===== src/rtl/gost.sv =====
// Magma (GOST R 34.12-2015) 64-bit block cipher, one Feistel round per clock.
// Start/done level handshake; the key is read live and must be held by the requester.
module gost (
    input  logic         iclk,
    input  logic         irst,
    input  logic         istart,
    input  logic         ienc_dec,
    input  logic [255:0] ikey,
    input  logic [63:0]  iblock,
    output logic [63:0]  oblock,
    output logic         odone
);

    typedef enum logic [1:0] {IDLE, RUN, DONE} state_t;

    // Each row holds pi_i with the entry for input 0 in the top nibble.
    localparam logic [63:0] PI [8] = '{
        64'hC462A5B9E8D703F1,
        64'h68239A5C1E47BD0F,
        64'hB3582FADE174C960,
        64'hC821D4F670A53E9B,
        64'h7F5A816D093EB42C,
        64'h5DF692CAB78143E0,
        64'h8E25691CF4B0DA37,
        64'h17ED05834FA69CB2
    };

    function automatic logic [31:0] g(input logic [31:0] x);
        logic [31:0] s;
        logic [63:0] row;
        logic [5:0]  sel;
        s = '0;
        for (int unsigned i = 0; i < 8; i++) begin
            row = PI[i];
            sel = {~x[4*i +: 4], 2'b00};
            s[4*i +: 4] = row[sel +: 4];
        end
        return {s[20:0], s[31:21]};
    endfunction

    state_t      state, state_nxt;
    logic [4:0]  cnt;
    logic        mode;
    logic [31:0] a1, a0;
    logic        fwd;
    logic [2:0]  kidx;
    logic [31:0] rk;
    logic [31:0] t;

    // Forward key order for 24 rounds on encrypt, 8 on decrypt; reversed afterwards.
    always_comb begin
        fwd  = mode ? (cnt[4:3] == 2'b00) : (cnt[4:3] != 2'b11);
        kidx = fwd ? cnt[2:0] : ~cnt[2:0];
        rk   = ikey[{~kidx, 5'b00000} +: 32];
        t    = g(a0 + rk) ^ a1;
    end

    always_ff @(posedge iclk) begin
        if (!irst) state <= IDLE;
        else       state <= state_nxt;
    end

    always_comb begin
        state_nxt = state;
        case (state)
            IDLE:    if (istart)       state_nxt = RUN;
            RUN:     if (cnt == 5'd31) state_nxt = DONE;
            DONE:    if (!istart)      state_nxt = IDLE;
            default:                   state_nxt = IDLE;
        endcase
    end

    always_ff @(posedge iclk) begin
        if (!irst) begin
            cnt    <= '0;
            mode   <= 1'b0;
            a1     <= '0;
            a0     <= '0;
            oblock <= '0;
            odone  <= 1'b0;
        end else begin
            case (state)
                IDLE: begin
                    if (istart) begin
                        a1   <= iblock[63:32];
                        a0   <= iblock[31:0];
                        mode <= ienc_dec;
                        cnt  <= '0;
                    end
                end
                RUN: begin
                    a1  <= a0;
                    a0  <= t;
                    cnt <= cnt + 5'd1;
                    // Final round is unswapped: t goes to the upper half.
                    if (cnt == 5'd31) begin
                        oblock <= {t, a0};
                        odone  <= 1'b1;
                    end
                end
                DONE: begin
                    if (!istart) odone <= 1'b0;
                end
                default: ;
            endcase
        end
    end

endmodule


===== config.mk =====
export PLATFORM = sky130hd
export DESIGN_NAME = gost
export DESIGN_NICKNAME = d
export VERILOG_FILES = /design/src/rtl/gost.sv
export SDC_FILE = /design/constraint.sdc
export NUM_CORES = 1
export LEC_CHECK = 0
export CELL_PAD_IN_SITES_DETAIL_PLACEMENT = 1
export CELL_PAD_IN_SITES_GLOBAL_PLACEMENT = 1
export CORE_MARGIN = 4
export CORE_UTILIZATION = 36
export CTS_CLUSTER_SIZE = 28
export DETAILED_ROUTE_END_ITERATION = 10
export PLACE_DENSITY_LB_ADDON = 0.1
export SLEW_MARGIN = 20
export SYNTH_ARGS = -nofsm -noshare
export SYNTH_HDL_FRONTEND = slang
export SYNTH_SLANG_ARGS = --single-unit

===== constraint.sdc =====
create_clock -name iclk -period 16.65 [get_ports iclk]
set_clock_uncertainty 0.1 [all_clocks]
set_input_delay 2.4975 -clock iclk [delete_from_list [all_inputs] [get_ports iclk]]
set_output_delay 2.4975 -clock iclk [all_outputs]
set_load 0.01 [all_outputs]

## Word-level counts from Yosys, hierarchy flattened

Cells that the tools add are included.

- Order comparisons: 0
- Add/sub/neg operators: 2
- Bitwise operators: 11
- Shift-type cells: 9
- Reductions and logical operators: 9
- Muxes and demuxes: 15
- Multiply operators: 0
- Div/mod/pow operators: 0
- Equal/unequal tests: 7

Operators by type and width:

| operator | number |
|---|---|
| indexed part select 64 x 7 -> 4 bit (first input constant) | 8 |
| indexed part select 256 x 9 -> 32 bit | 1 |
| one-hot mux 32 bit (2 select lines) | 2 |
| 2-to-1 mux 32 bit | 2 |
| adder 32 bit | 1 |
| inverter 4 bit | 8 |
| XOR 32 bit | 1 |
| one-hot mux 5 bit (2 select lines) | 1 |
| != test 2 bit (second input constant) | 4 |
| 2-to-1 mux 2 bit | 3 |
| inverter 3 bit | 2 |
| one-hot mux 2 bit (3 select lines) | 1 |
| AND reduction 2 bit | 3 |
| AND reduction 3 bit | 2 |
| adder 5 x 1 -> 5 bit (second input constant) | 1 |
| equality test 5 bit (second input constant) | 1 |
| 2-to-1 mux 5 bit | 1 |
| zero test 2 bit | 2 |
| nonzero test 2 bit | 2 |
| 2-to-1 mux 1 bit | 3 |
| 2-to-1 mux 3 bit | 1 |
| equality test 2 x 1 -> 1 bit (second input constant) | 1 |
| equality test 2 bit (second input constant) | 1 |
| one-hot mux 1 bit (2 select lines) | 1 |

- Bits in read-only memories: 0
- Word-level logic and storage cells: 60
- Register bits: 137
- Input port bits: 324
- Latch bits: 0
- Output and inout bits: 65
- Memory bits (writable): 0
- Memories: 0

## Logic depth before layout (Yosys ltp)

- Depth in word-level cells: 10
- Depth in mapped cells: 22
- Depth with buffers taken out: 20

## Worst setup path after synthesis

Ideal clock, no wire load.

- Path kind: input-to-reg
- From: input ikey[224]
- To: register a0[10]
- Cell stages on the path: 13
- Path slack: 9918 ps
- Data arrival time: 6498 ps
- Cells stage by stage: mux4_2 -> mux2_2 -> ha_1 -> fa_1 -> a21o_2 -> a221oi_4 -> nor3_2 -> or4_4 -> a311oi_4 -> xor2_2 -> mux4_2 -> xnor2_1 -> o22ai_1

- Cells in the longest elaborated chain, start to end: 6

RTL lines:

| item | RTL line | text |
|---|---|---|
| start, declared | 8 | `input logic [255:0] ikey,` |
| indexed part select 256 x 9 -> 32 bit | 54 | `rk = ikey[{~kidx, 5'b00000} +: 32];` |
| adder 32 bit | 55 | `t = g(a0 + rk) ^ a1;` |
| inverter 4 bit | 35 | `sel = {~x[4*i +: 4], 2'b00};` |
| indexed part select 64 x 7 -> 4 bit | 36 | `s[4*i +: 4] = row[sel +: 4];` |
| XOR 32 bit | 55 |  |
| one-hot mux 32 bit (2 select lines) | 82 | `case (state)` |
| end signal, assigned | 86 | `a0 <= iblock[31:0];` |
| end signal, assigned | 93 | `a0 <= t;` |
| end, declared | 44 | `logic [31:0] a1, a0;` |

No other way between the ends.
A chain may end at the register's enable or synchronous reset.

## Worst setup path after layout

- From: input ikey[68]
- To: register a0[6]

Same word-level chain as after synthesis.

==> metrics.yaml <==
drt-initial-drc-count: 766
port_buffers: 388
ant_nets: 0
grt_pass1_vias: 11656
finalCriticalPeriod_ns: 7.403
arrival_ns: 7.57
grt_overflow: 0
cts_resized: 0
final_nets: 1980
crit_required_ns: 16.82
die_area_um2: 33330
clk_pin_slew_worst_paths_ns: 0.06
start_util: 0.3673
layout_commonest_cell: "clkdlybuf4s50_1"
root_buffer: "clkbuf_16"
final_cell_mix: "387 x clkdlybuf4s50_1, 193 x nand2_1, 137 x dfxtp_1"
synthFlopType: "dfxtp_1"
postCtsSetupBuffers: 0
dpl.hpwl_mm: 36.08
vias: 11232
cp_common_cell: "ha_1"
seqCellArea_um2: 2743
async_reset_ff_frac: 0
yosysWarnings: 0
finalCritPeriodShare: 0.4446
syn-num-nets: 1650
critPathLaunchType: "input pin"
drt-pass1-iter-count: 5
p_leak_nw: 5.979
fmax_mhz: 135.1
die_h_um: 182.6
max_slew_margin: 0.2983
synth_edf_count: 0
multi_input_area_um2: 7752
place.gp.congestion: 0.9376
status: "finished, final reports clean"
grt_max_degree: 96
clockBufferDepth: 2
drive_gt1_frac: 0.1181
tns_ns: 0
path_delay_family: "compound AO/OA/AOI/OAI gates"
slowest_stage: "mux4_2"
fin_ws_ns: 9.247
p_per_area_nw_per_um2: 110.6
worstPathCellList: "clkdlybuf4s50_1 > mux4_2 > mux2_2 > ha_1 > a21o_2 > a31o_2 > o211ai_1 > a21oi_1 > or2_2 > a21o_1 > xnor2_1 > inv_1 > ha_1 > nor2_1 > a21boi_0 > nand2b_1 > o311ai_1 > xor2_1 > o221ai_1"
track_usage: 0.2600
dp_slack_ns: 8.864
crit_path_end_kind: "flip-flop"
slew_violations: 0
path_buf_inv: 2
floorplan.rows: 63
final.fill_count: 3408
cts_sinks: 137
cp.depth: 19
hp-class: "reg -> reg"
critPathMaxStageDelay_ns: 0.46
seq_area_frac_synth: 0.2500
wl_per_cell_um: 22.68
hold_buffers: 0
io_pins: 389
rsz0062_at_grt: "no"
ys_types: 75
crit_type: "in -> reg"
area_growth_pct: 42.49
ys_ff_latch: 137
hold_viol: 0
cap_violations: 0
avgViaCountPerCell: 5.664
netlist_instances: 1249
grt_pass1_wl_mm: 68.02
clock_latency_ns: 0.43
ff2ff_path_depth: 22
synth_area_um2: 10970
core_um2: 29870
finalSetupViolations: 0
p_total_mw: 1.729
ir_drop_mv: 0.07178
hold_depth: 2
post-route-drc-count: 0
antenna_found_initial: 2
numCtsBuffers: 17
die-width_um: 182.6
routed_wl_mm: 44.97
htree_num_levels: 4
avgSynthCellArea_um2: 8.784
cp_max_fo: 5
worst-slew-pin-transition_ns: 1.026
cts_tree: "built"
==> logic make-up (layout without fill, tap and decap cells) <==
| family | count (synthesis) | after routing | synth area share |
|---|---|---|---|
| flops | 137 | 137 | 0.2500 |
| mux | 127 | 127 | 0.2097 |
| other cells | 0 | 1 | 0 |
| buf+inv | 123 | 466 | 0.04778 |
| simple gates | 414 | 414 | 0.1666 |
| compound gates | 305 | 305 | 0.1831 |
| fa+ha+maj | 79 | 79 | 0.09032 |
| xor+xnor | 64 | 64 | 0.05246 |
==> sequential cells by signal (all words and copies together) (netlist names) <==
register / count
oblock: 64
a0: 32
a1: 32
cnt: 5
state: 2
mode: 1
odone: 1
==> final timing paths <==
kind,startpoint,to,slack [ns]
max,ikey[68],a0[6]$_SDFFE_PN0P_,9.25
max reg2reg,cnt[3]$_SDFFE_PN0P_,a0[6]$_SDFFE_PN0P_,9.42
min,oblock[50]$_SDFFE_PN0P_,oblock[50]$_SDFFE_PN0P_,0.36
min reg2reg,oblock[50]$_SDFFE_PN0P_,oblock[50]$_SDFFE_PN0P_,0.36
==> per-stage QoR <==
stage | std cells | hold WS [ns] | util | instance area, um^2
floorplan | 1249 | 0.3578 | - | 10970
global placement | 1950 | 0.3448 | 0.5046 | 15080
detailed placement | 1950 | 0.3483 | 0.5046 | 15080
CTS | 1982 | 0.3571 | 0.5232 | 15630
global route | 1983 | 0.3813 | 0.5233 | 15630
finish | 1983 | 0.3552 | 0.5233 | 15630
==> worst register-to-register path, stage by stage, from the launching register on <==
cell	delay (ns)
dfxtp_1	0.33
maj3_1	0.49
xnor2_2	0.19
buf_4	0.37
buf_4	0.74
mux4_2	0.65
mux2_2	0.29
ha_1	0.35
a21o_2	0.25
a31o_2	0.25
o211ai_1	0.42
a21oi_1	0.21
or2_2	0.37
a21o_1	0.20
xnor2_1	0.44
inv_1	0.17
ha_1	0.24
nor2_1	0.14
a21boi_0	0.29
nand2b_1	0.10
o311ai_1	0.11
xor2_1	0.25
o221ai_1	0.13
==> cell type report <==
| type | instances | area share |
|---|---|---|
| flip-flops and latches | 137 | 0.1754 |
| repair buffers | 399 | 0.2534 |
| clock buffers | 17 | 0.02721 |
| inverters | 35 | 0.008403 |
| multi-input cells | 989 | 0.4959 |
| clock inverters | 15 | 0.008323 |
| diodes | 1 | 0.0001601 |
| well taps | 390 | 0.03121 |
==> metal layers <==
metal / routed length, um / global-route usage
met2: 22330 / 0.4589
met5: 0 / 0
met4: 624 / 0.05344
met3: 2580 / 0.03588
met1: 19430 / 0.3402
==> cell usage after synthesis, types with 3 or more instances <==
cell,n,area [um^2]
a21o_1,7,52.55
clkbuf_1,77,289.0
a21boi_0,5,37.54
inv_1,34,127.6
nand4_1,14,87.58
o21ai_0,55,275.3
xnor2_1,36,315.3
o211ai_1,21,157.7
a21oi_1,104,520.5
buf_1,3,11.26
or2_2,4,25.02
a31oi_1,6,37.54
o22ai_1,4,25.02
nor2_1,96,360.4
mux4_2,79,1779
or3_1,3,18.77
a21o_2,4,35.03
clkbuf_8,3,41.29
xor2_1,26,227.7
o21a_1,10,75.07
nor2b_1,8,50.05
a311oi_1,34,297.8
nand2_1,194,728.2
o21bai_1,6,45.04
and4_1,3,26.28
mux2i_1,15,150.1
nand3_1,46,230.2
mux2_2,33,371.6
and3_1,7,43.79
a211oi_1,16,120.1
o211a_1,4,40.04
o221ai_1,10,87.58
nand2b_1,4,25.02
dfxtp_1,137,2743
ha_1,76,950.9
nor3_1,16,80.08
==> power breakdown <==
group	switching, mW	internal [mW]	leakage (nW)
combinational	0.542	0.424	4.58
sequential	0.0474	0.352	1.12
clock	0.167	0.196	0.275
total	0.756	0.973	5.98
No activity file was read; power rests on OpenSTA's default activity.
